**config.mk**
```make
export PLATFORM = sky130hd
export DESIGN_NAME = ifu
export DESIGN_NICKNAME = d
export VERILOG_FILES = /design/src/rtl/npc_pkg.sv /design/src/rtl/ifu.sv
export SDC_FILE = /design/constraint.sdc
export NUM_CORES = 1
export LEC_CHECK = 0
export CORE_MARGIN = 10
export CORE_UTILIZATION = 34
export CTS_CLUSTER_SIZE = 8
export DETAILED_ROUTE_END_ITERATION = 8
export HOLD_SLACK_MARGIN = 0.06
export PLACE_DENSITY = 0.84
export SYNTH_ARGS = -nofsm -noshare
export SYNTH_HDL_FRONTEND = slang
export SYNTH_SLANG_ARGS = --single-unit
```
**constraint.sdc**
```tcl
create_clock -name clk -period 1.4 [get_ports clk]
set_input_delay 0.42 -clock clk [delete_from_list [all_inputs] [get_ports clk]]
set_output_delay 0.42 -clock clk [all_outputs]
set_load 0.005 [all_outputs]
```
**src/rtl/npc_pkg.sv**
```systemverilog
// Shared types and constants for the npc core front end.
package npc_pkg;

  // PC loaded when the core comes out of reset.
  localparam logic [31:0] RESET_PC_DEFAULT = 32'h8000_0000;

  // addi x0, x0, 0 -- bubble instruction for downstream stages.
  localparam logic [31:0] INST_NOP = 32'h0000_0013;

  // Fetch unit states.
  typedef enum logic [1:0] {
    S_REQ   = 2'd0,
    S_WAIT  = 2'd1,
    S_HOLD  = 2'd2,
    S_FAULT = 2'd3
  } ifu_state_t;

  // Instruction addresses must be word aligned.
  function automatic logic is_misaligned(input logic [31:0] addr);
    return (addr[1:0] != 2'b00);
  endfunction

endpackage

```
**src/rtl/ifu.sv**
```systemverilog
// Instruction fetch unit: owns the architectural PC, fetches one word at a
// time from instruction memory and hands it to execute, which returns the
// successor PC on acceptance.
module ifu
  import npc_pkg::*;
#(
  parameter logic [31:0] RESET_PC = RESET_PC_DEFAULT
) (
  input  logic        clk,
  input  logic        rst_n,
  output logic        imem_req_valid,
  input  logic        imem_req_ready,
  output logic [31:0] imem_req_addr,
  input  logic        imem_rsp_valid,
  input  logic [31:0] imem_rsp_data,
  input  logic        imem_rsp_err,
  output logic        inst_valid,
  input  logic        inst_ready,
  output logic [31:0] inst,
  output logic [31:0] inst_pc,
  input  logic [31:0] next_pc,
  output logic        fetch_fault
);

  ifu_state_t  state_q, state_d;
  logic [31:0] pc_q, pc_d;
  logic [31:0] inst_q, inst_d;

  // State, PC and instruction registers.
  always_ff @(posedge clk or negedge rst_n) begin
    if (!rst_n) begin
      state_q <= S_REQ;
      pc_q    <= RESET_PC;
      inst_q  <= 32'h0000_0000;
    end else begin
      state_q <= state_d;
      pc_q    <= pc_d;
      inst_q  <= inst_d;
    end
  end

  // Next-state, next-PC and instruction capture.
  always_comb begin
    state_d = state_q;
    pc_d    = pc_q;
    inst_d  = inst_q;
    case (state_q)
      S_REQ: begin
        // Request stays up with a stable address until memory takes it.
        if (imem_req_ready) begin
          state_d = S_WAIT;
        end else begin
          state_d = S_REQ;
        end
      end
      S_WAIT: begin
        if (imem_rsp_valid) begin
          if (imem_rsp_err) begin
            // pc keeps the address whose fetch failed.
            state_d = S_FAULT;
          end else begin
            inst_d  = imem_rsp_data;
            state_d = S_HOLD;
          end
        end else begin
          state_d = S_WAIT;
        end
      end
      S_HOLD: begin
        // next_pc is only meaningful on the accepting cycle.
        if (inst_ready) begin
          pc_d    = next_pc;
          state_d = is_misaligned(next_pc) ? S_FAULT : S_REQ;
        end else begin
          state_d = S_HOLD;
        end
      end
      S_FAULT: begin
        state_d = S_FAULT;
      end
      default: begin
        state_d = S_REQ;
      end
    endcase
  end

  // Handshake and status outputs decoded from state only.
  always_comb begin
    imem_req_valid = 1'b0;
    inst_valid     = 1'b0;
    fetch_fault    = 1'b0;
    case (state_q)
      // Reset parks the FSM in S_REQ, so the request is masked while held.
      S_REQ:   imem_req_valid = rst_n;
      S_WAIT:  imem_req_valid = 1'b0;
      S_HOLD:  inst_valid     = 1'b1;
      S_FAULT: fetch_fault    = 1'b1;
      default: imem_req_valid = 1'b0;
    endcase
  end

  assign imem_req_addr = pc_q;
  assign inst          = inst_q;
  assign inst_pc       = pc_q;

endmodule

```
==> reports/summary.txt, run 1 <==
Number of remaining DRC errors: 0
PnR worst setup slack: -0.204 ns
Initial drt markers: 59
Slew Limit Fails: 0
Critical Path Max Stage Delay: 0.49 ns
Fin. Hold Viols: 0
Final HPWL from detailed placement: 6590 um
Cell Rows: 33
CTS tree: done
Fill cells: 698
Area of placed instances: 4480 um^2
Largest family of logic cells by synthesized area: multiplexers
Post-Syn Area per Cell: 16.0 um^2
Pin count of the biggest net entering global routing: 67
Synthesized Nets: 252
Min Clock Period, post-route: 1.60 ns
Highest clock rate: 623 MHz
Clk_lat worst skew: 0.34 ns
Setup tns final: -8.83 ns
Skew final: 0.0104 ns
RSZ-0062 raised after global routing: true
DR vias: 2123
Design Area, Final: 4930 um^2
Post-Synth XOR/XNOR Area: 0%
WP buf/inv: 2
Period Utilization, post-route: 115%
Syn Inst Count: 182
Worst path cell trace: clkdlybuf4s50_1, nor4bb_4, bufbuf_16, mux2_4
Routed Antenna Nets: 0
Yosys warns: 0
Most frequent cells in the layout: clkdlybuf4s50_1 (67), dfrtp_1 (65), clkbuf_2 (53)
Slew headroom: 45.1%
Tot Pwr: 6.33 mW
Ant. Diodes: 0
Die ar.: 12700 um^2
Crit. End Element: flip-flop
Initial antenna violation count: 0
Critical path's slowest cell: clkdlybuf4s50_1
First-pass GRT wire length: 13700 um
Initial cell density of the core: 35.3%
Hold Path Class: in2async
Status: complete, but fails checks
Register area share after synthesis: 56.8%
Port Buffers: 168
H-tree levels: 3
P per Cell Area: 1290 nW/um^2
Arrival @ worst endpoint: 1.82 ns
DR vias/cell: 4.40
Count of clock tree sinks: 66
Area Growth Syn to Fin: 69.2%
Actual slew at the worst max-slew pin: 0.824 ns
Overall Global Routing Usage: 13.6%
CP top delay family: buffers and inverters
Boundary Pins: 169
DR WL/cell: 19.0 um
Finish-stage setup viols: 70
Routability cong.: 0.785
Post-Synth Adder-Cell Area: 0%
Crit path required time: 1.62 ns
Grt ovf: 0
Die Ht: 113 um
Clk buf depth: 2
Final wirelength: 9180 um
Vias in the first global route: 2404
Final Core Density: 59.7%
Hold buffers post-CTS: 0
Die W: 113 um
Fraction of layout cells with a size suffix above 1: 57.1%
Clk slew on worst S/H paths: 0.08 ns
Crit Path Class: in2reg
CP Launch Type: input pin
CTS Root Cell: clkbuf_8
Nets: 443
Reg-to-reg slack, setup: -0.20 ns
Core region area: 8260 um^2
Multiplexer share of the synthesized area: 28.5%
Max_cap viols: 0
Mapped cell area: 2910 um^2
Crit Path Max Fanout: 16
Simple-Gate Fraction of Synth Area: 2.15%
DR pass1 iterations: 4
#FFs+latches synth: 66
Leak pwr: 2.49 nW
Commonest non-fill, non-tap cell in the layout: clkdlybuf4s50_1
Synth Area in Compound Gates: 0.859%
Max VDD drop: 0.664 mV
Violated checks: setup timing
Cts bufs inserted: 9
Library cells used by synthesis: 19
## power by group
group	switching, mW	internal [mW]	total (mW)
combinational	0.628	1.33	1.96
clock	0.735	1.05	1.79
sequential	0.277	2.31	2.59
total	1.64	4.69	6.33
## metrics by stage
stage / hold WS (ns) / setup slack, ns / std cells
after global placement: 0.493 / -0.630 / 425
final: 0.296 / -0.204 / 483
after CTS: 0.321 / -0.216 / 474
after global routing: 0.371 / -0.270 / 483
after detailed placement: 0.493 / -0.656 / 425
after floorplan: 0.124 / -0.0624 / 182
## final timing paths
check	startpoint	endpoint	depth (start not counted)
setup / recovery	imem_rsp_valid	inst[22]	4
hold / removal	rst_n	imem_req_addr[3]	2
max in group asynchronous	rst_n	imem_req_addr[28]	2
min in group clk	inst[31]	inst[31]	1
hold reg to reg	inst[31]	inst[31]	1
setup reg to reg	state_q[1]	inst[22]	4
## worst reg2reg max path: stages (launching register included)
cell       delay, ns
dfrtp_1         0.39
buf_6           0.14
nor4bb_4        0.30
bufbuf_16       0.36
mux2_4          0.31
## timing repair
item,CTS,global route
setup endpoints to repair,163,135
pin swaps,2,2
resized for setup,279,68
gates cloned,3,4
setup buffers,30,7
## kinds of logic (layout without fill, tap and decap cells)
logic type,count (synthesis),count (layout)
compound gates,4,4
buf+inv,41,237
flops,66,66
mux,64,64
simple gates,7,7
## sequential cells by signal, summed over array words and instances (netlist names)
register	flops
imem_req_addr	32
inst	32
state_q	2
## cell usage after synthesis (all sizes together)
cell type | count | area, um^2
dfrtp | 65 | 1630
mux2 | 64 | 830
buf | 40 | 338
a31oi | 2 | 12.5
a21oi | 1 | 5.00
and2 | 1 | 6.26
dfstp | 1 | 26.3
inv | 1 | 3.75
nand2b | 1 | 6.26
nand3b | 1 | 7.51
nor2 | 1 | 3.75
nor2b | 1 | 6.26
nor3b | 1 | 7.51
nor4bb | 1 | 25.0
o211ai | 1 | 7.51
## area by class of cell
type,count,area (um^2),share of cell area [%]
inverters,1,3.75,0.0762
well taps,105,131,2.67
flip-flops and latches,66,1650,33.6
clock inverters,6,90.1,1.83
clock buffers,10,138,2.79
multi-input cells,75,947,19.2
repair buffers,220,1960,39.9
## layer usage
metal / share of wire [%] / GRT usage (%)
met3: 9.1 / 6.50
met4: 0.86 / 3.30
met5: 0 / 0
met1: 37 / 14.2
met2: 53 / 24.1
(Power assumes the default switching activity.)
==> run 2, diff against run 1 <==
HOLD_SLACK_MARGIN = 0.02   (was 0.06)
REMOVE_ABC_BUFFERS = 1   (was default)
==> reports/summary.txt, run 2 (synthesis results as in run 1) <==
Core region area: 8260 um^2 (unchanged)
Leak pwr: 2.49 nW (about the same)
Max_cap viols: 0 (unchanged)
Die Ht: 113 um (unchanged)
Port Buffers: 168 (unchanged)
Area Growth Syn to Fin: 70.3% (was 69.2%)
Placed Cells: 421 (was 425)
H-tree levels: 3 (unchanged)
Violated checks: setup timing (unchanged)
Final wirelength: 9620 um (was 9180 um)
Commonest non-fill, non-tap cell in the layout: clkdlybuf4s50_1 (unchanged)
Clk buf depth: 2 (unchanged)
DR WL/cell: 19.9 um (was 19.0 um)
Highest clock rate: 634 MHz (was 623 MHz)
Setup tns final: -9.33 ns (was -8.83 ns)
Tot Pwr: 6.21 mW (was 6.33 mW)
Clk slew on worst S/H paths: 0.08 ns (about the same)
DR vias/cell: 4.40 (unchanged)
Fraction of layout cells with a size suffix above 1: 56.1% (was 57.1%)
Crit Path Max Fanout: 8 (was 16)
Skew final: 0.0117 ns (was 0.0104 ns)
Boundary Pins: 169 (unchanged)
Slew Limit Fails: 0 (unchanged)
Finish-stage setup viols: 70 (unchanged)
Initial antenna violation count: 0 (unchanged)
Initial drt markers: 53 (was 59)
Final HPWL from detailed placement: 6520 um (was 6590 um)
Grt ovf: 0 (unchanged)
Slew headroom: 44.3% (was 45.1%)
CP Launch Type: flip-flop (was input pin)
Crit Path Class: reg2reg (was in2reg)
Number of remaining DRC errors: 0 (unchanged)
Cts bufs inserted: 9 (unchanged)
Max VDD drop: 0.634 mV (was 0.664 mV)
Cell Rows: 33 (unchanged)
DR vias: 2123 (unchanged)
Die W: 113 um (unchanged)
CTS tree: done (unchanged)
DR pass1 iterations: 4 (unchanged)
Fin. Hold Viols: 0 (unchanged)
Vias in the first global route: 2340 (was 2404)
Crit. End Element: flip-flop (unchanged)
Ant. Diodes: 0 (unchanged)
Hold Path Class: in2async (unchanged)
Fin Hold WS: 0.289 ns (was 0.296 ns)
Die ar.: 12700 um^2 (unchanged)
RSZ-0062 raised after global routing: true (unchanged)
Post-route insts no fill: 483 (unchanged)
Period Utilization, post-route: 113% (was 115%)
Routed Antenna Nets: 0 (unchanged)
PnR worst setup slack: -0.177 ns (was -0.204 ns)
Clk_lat worst skew: 0.33 ns (was 0.34 ns)
CTS Root Cell: clkbuf_8 (unchanged)
Crit path required time: 1.63 ns (was 1.62 ns)
Count of clock tree sinks: 66 (unchanged)
Pin count of the biggest net entering global routing: 67 (unchanged)
Initial cell density of the core: 35.3% (unchanged)
Arrival @ worst endpoint: 1.80 ns (was 1.82 ns)
Pre-CTS setup slack: -0.655 ns (was -0.656 ns)
Nets: 443 (unchanged)
Routability cong.: 0.767 (was 0.785)
P per Cell Area: 1250 nW/um^2 (was 1290 nW/um^2)
Min Clock Period, post-route: 1.58 ns (was 1.60 ns)
Most frequent cells in the layout: clkdlybuf4s50_1 (66), dfrtp_1 (64), clkbuf_2 (49) (was clkdlybuf4s50_1 (67), dfrtp_1 (65), clkbuf_2 (53))
First-pass GRT wire length: 13800 um (was 13700 um)
Actual slew at the worst max-slew pin: 0.835 ns (was 0.824 ns)
Status: complete, but fails checks (unchanged)
Overall Global Routing Usage: 13.7% (was 13.6%)
run 2: where the power goes:
part	internal (mW)	switching [mW]
combinational	1.51	0.669
clock	0.690	0.758
sequential	2.31	0.281
run 2: cell type report:
cell class	instances	area [um^2]
fillers	680	3300
repair buffers	220	2010
flip-flops and latches	66	1650
multi-input cells	75	977
clock buffers	10	138
well taps	105	131
clock inverters	6	42.5
inverters	1	3.75
run 2: stage by stage:
| step | utilization, % | cell area, um^2 |
|---|---|---|
| 2_1_floorplan | - | 2570 |
| 3_3_place_gp | 53.9 | 4450 |
| 3_5_place_dp | 53.9 | 4450 |
| 4_1_cts | 59.9 | 4940 |
| 5_1_grt | 60.0 | 4960 |
| 6_report | 60.0 | 4960 |
run 2: timing repair:
action,CTS,global route
buffers inserted,29,11
resized for setup,280,75
pin swaps,1,1
hold buffers,0,0
cloned,2,5
setup endpoints to repair,164,135
run 2: critical path, cell delays in order, from the launching register on:
cell	delay (ns)
dfrtp_2	0.47
nor4bb_4	0.30
buf_6	0.21
clkbuf_16	0.19
mux2_4	0.30
run 2: worst paths after layout:
path	cells past startpoint	slack [ns]	start	end
worst max-delay path	4	-0.18	state_q[1]	inst[27]
worst min-delay path	2	0.29	rst_n	inst[24]
worst max register to register	4	-0.18	state_q[1]	inst[27]
worst min register to register	1	0.51	inst[13]	inst[13]
max in group asynchronous	2	0.49	rst_n	state_q[1]
min in group clk	1	0.51	inst[13]	inst[13]
run 2: layer usage:
layer,global-route usage (%),wire length [um]
met1,14.3,3750
met2,25.0,5140
met3,4.31,561
met4,5.08,167
met5,0,0
==> run 3, diff against run 2 <==
ABC_CLOCK_PERIOD_IN_PS = 1400   (was default)
CORE_MARGIN = default   (was 10)
PLACE_DENSITY = 0.82   (was 0.84)
==> reports/summary.txt, run 3 (synthesis results as in run 1) <==
Status: complete, but fails checks (unchanged)
Violated checks: setup timing (unchanged)
DR vias: 2088 (was 2123)
CP Launch Type: flip-flop (unchanged)
Critical R2R Launch: state_q[1] (unchanged)
Final wirelength: 7470 um (was 9620 um)
Nets: 438 (was 443)
Die ar.: 8940 um^2 (was 12700 um^2)
Die W: 94.5 um (was 113 um)
CP top delay family: flip-flops (unchanged)
Clk_lat worst skew: 0.33 ns (about the same)
Max_cap viols: 0 (unchanged)
Slew headroom: 45.9% (was 44.3%)
Fin. Hold Viols: 0 (unchanged)
Pint: 4.43 mW (was 4.51 mW)
Number of remaining DRC errors: 0 (unchanged)
DR pass1 iterations: 4 (unchanged)
CTS Root Cell: clkbuf_8 (unchanged)
Most frequent cells in the layout: clkdlybuf4s50_1 (66), dfrtp_1 (64), clkdlybuf4s15_1 (55) (was clkdlybuf4s50_1 (66), dfrtp_1 (64), clkbuf_2 (49))
Pin count of the biggest net entering global routing: 67 (unchanged)
DR WL/cell: 15.6 um (was 19.9 um)
Crit Path Max Fanout: 7 (was 8)
Arrival @ worst endpoint: 1.80 ns (about the same)
Routability cong.: 0.659 (was 0.767)
Slew Limit Fails: 0 (unchanged)
Fraction of layout cells with a size suffix above 1: 46.6% (was 56.1%)
Crit. End Element: flip-flop (unchanged)
Skew final: 0.0126 ns (was 0.0117 ns)
Commonest non-fill, non-tap cell in the layout: clkdlybuf4s50_1 (unchanged)
Ant. Diodes: 0 (unchanged)
RSZ-0062 raised after global routing: true (unchanged)
Core region area: 8260 um^2 (unchanged)
Cell Rows: 33 (unchanged)
Clk slew on worst S/H paths: 0.07 ns (was 0.08 ns)
Die Ht: 94.5 um (was 113 um)
H-tree levels: 3 (unchanged)
Setup tns final: -7.33 ns (was -9.33 ns)
CTS tree: done (unchanged)
Initial drt markers: 33 (was 53)
Finish-stage setup viols: 68 (was 70)
Clk buf depth: 2 (unchanged)
Initial cell density of the core: 35.3% (unchanged)
Boundary Pins: 169 (unchanged)
Initial antenna violation count: 0 (unchanged)
Min Clock Period, post-route: 1.60 ns (was 1.58 ns)
Grt ovf: 0 (unchanged)
Critical path's slowest cell: dfrtp_2 (unchanged)
R2R depth: 4 (unchanged)
Clk pwr share: 21.7% (was 23.3%)
Actual slew at the worst max-slew pin: 0.811 ns (was 0.835 ns)
Vias in the first global route: 2265 (was 2340)
DR vias/cell: 4.37 (was 4.40)
Reg-to-reg slack, setup: -0.20 ns (was -0.18 ns)
Sequential share of power: 43.5% (was 41.7%)
WP buf/inv: 2 (unchanged)
Highest clock rate: 626 MHz (was 634 MHz)
Leak pwr: 2.40 nW (was 2.49 nW)
Logic pwr share: 34.8% (was 35.0%)
Max VDD drop: 0.654 mV (was 0.634 mV)
Count of clock tree sinks: 66 (unchanged)
Final HPWL from detailed placement: 4910 um (was 6520 um)
Crit Path Class: reg2reg (unchanged)
Final Core Density: 59.7% (was 60.0%)
Critical R2R Capture: inst[31] (was inst[27])
Area of placed instances: 4450 um^2 (unchanged)
First-pass GRT wire length: 11000 um (was 13800 um)
Worst path cell trace: nor4bb_4, buf_6, clkbuf_16, mux2_4 (unchanged)
Hold Path Class: in2async (unchanged)
Port Buffers: 168 (unchanged)
Net load switching power: 1.54 mW (was 1.71 mW)
Critical Path Max Stage Delay: 0.47 ns (about the same)
Switch share: 25.8% (was 27.5%)
Crit path required time: 1.61 ns (was 1.63 ns)
P per Cell Area: 1210 nW/um^2 (was 1250 nW/um^2)
Overall Global Routing Usage: 16.5% (was 13.7%)
Design Area, Final: 4930 um^2 (was 4960 um^2)
Period Utilization, post-route: 114% (was 113%)
Area Growth Syn to Fin: 69.2% (was 70.3%)
PnR worst setup slack: -0.197 ns (was -0.177 ns)
Pre-CTS setup slack: -0.639 ns (was -0.655 ns)
Routed Antenna Nets: 0 (unchanged)
Cts bufs inserted: 9 (unchanged)
run 3: cell count changes in the layout (fill, tap and decap cells not counted), sizes merged:
cell and change:
buf -8, clkinvlp -2, clkdlybuf4s15 +30, dlygate4sd2 -1
dlymetal6s2s +1, clkbuf -25
run 3: layout make-up:
cell class              count  area (um^2)
well taps                 105          131
multi-input cells          75          936
clock buffers              12          135
fillers                   666         3330
flip-flops and latches     66         1650
repair buffers            215         2050
clock inverters             4         20.0
inverters                   1         3.75
run 3: worst max path at each step:
stage                     cells past startpoint  slack, ns        to           start
after global placement                        4      -0.61   inst[1]  imem_rsp_valid
after detailed placement                      4      -0.64  inst[31]  imem_rsp_valid
after global routing                          4      -0.24   inst[9]      state_q[1]
after CTS                                     4      -0.19  inst[17]      state_q[1]
after floorplan                               2      -1.35   inst[0]      state_q[1]
final                                         4      -0.20  inst[31]      state_q[1]
run 3: timing repair:
action / 4_1_cts / 5_1_grt
setup buffers: 33 / 6
pin swaps: 1 / 2
cloned: 2 / 2
resized for setup: 257 / 44
hold buffers: 0 / 0
setup endpoints to repair: 163 / 116
run 3: power groups by stage:
stage	Sequential [mW]	Clock, mW	Combinational, mW
global route	2.64	1.44	2.25
finish	2.59	1.30	2.08
floorplan	2.66	0	0.409
detailed placement	2.63	0	2.06
CTS	2.58	1.36	2.12
global placement	2.61	0	2.02
run 3: metal layers:
metal  routed length [um]  vias up  part of all wire, %  track usage (%)
met2                 3910       80                   52             28.7
met4                  133        0                  1.8             8.08
li1                     -      964                    -                -
met3                  392       11                  5.2             3.14
met1                 3040     1033                   41             19.6
met5                    0        -                    0                0
run 3: through the flow:
step                power, mW  std cells  hold WS (ns)
global placement         4.62        421         0.493
finish                   5.97        478         0.256
floorplan                3.07        142         0.124
CTS                      6.06        472         0.297
global route             6.32        478         0.362
detailed placement       4.70        421         0.494
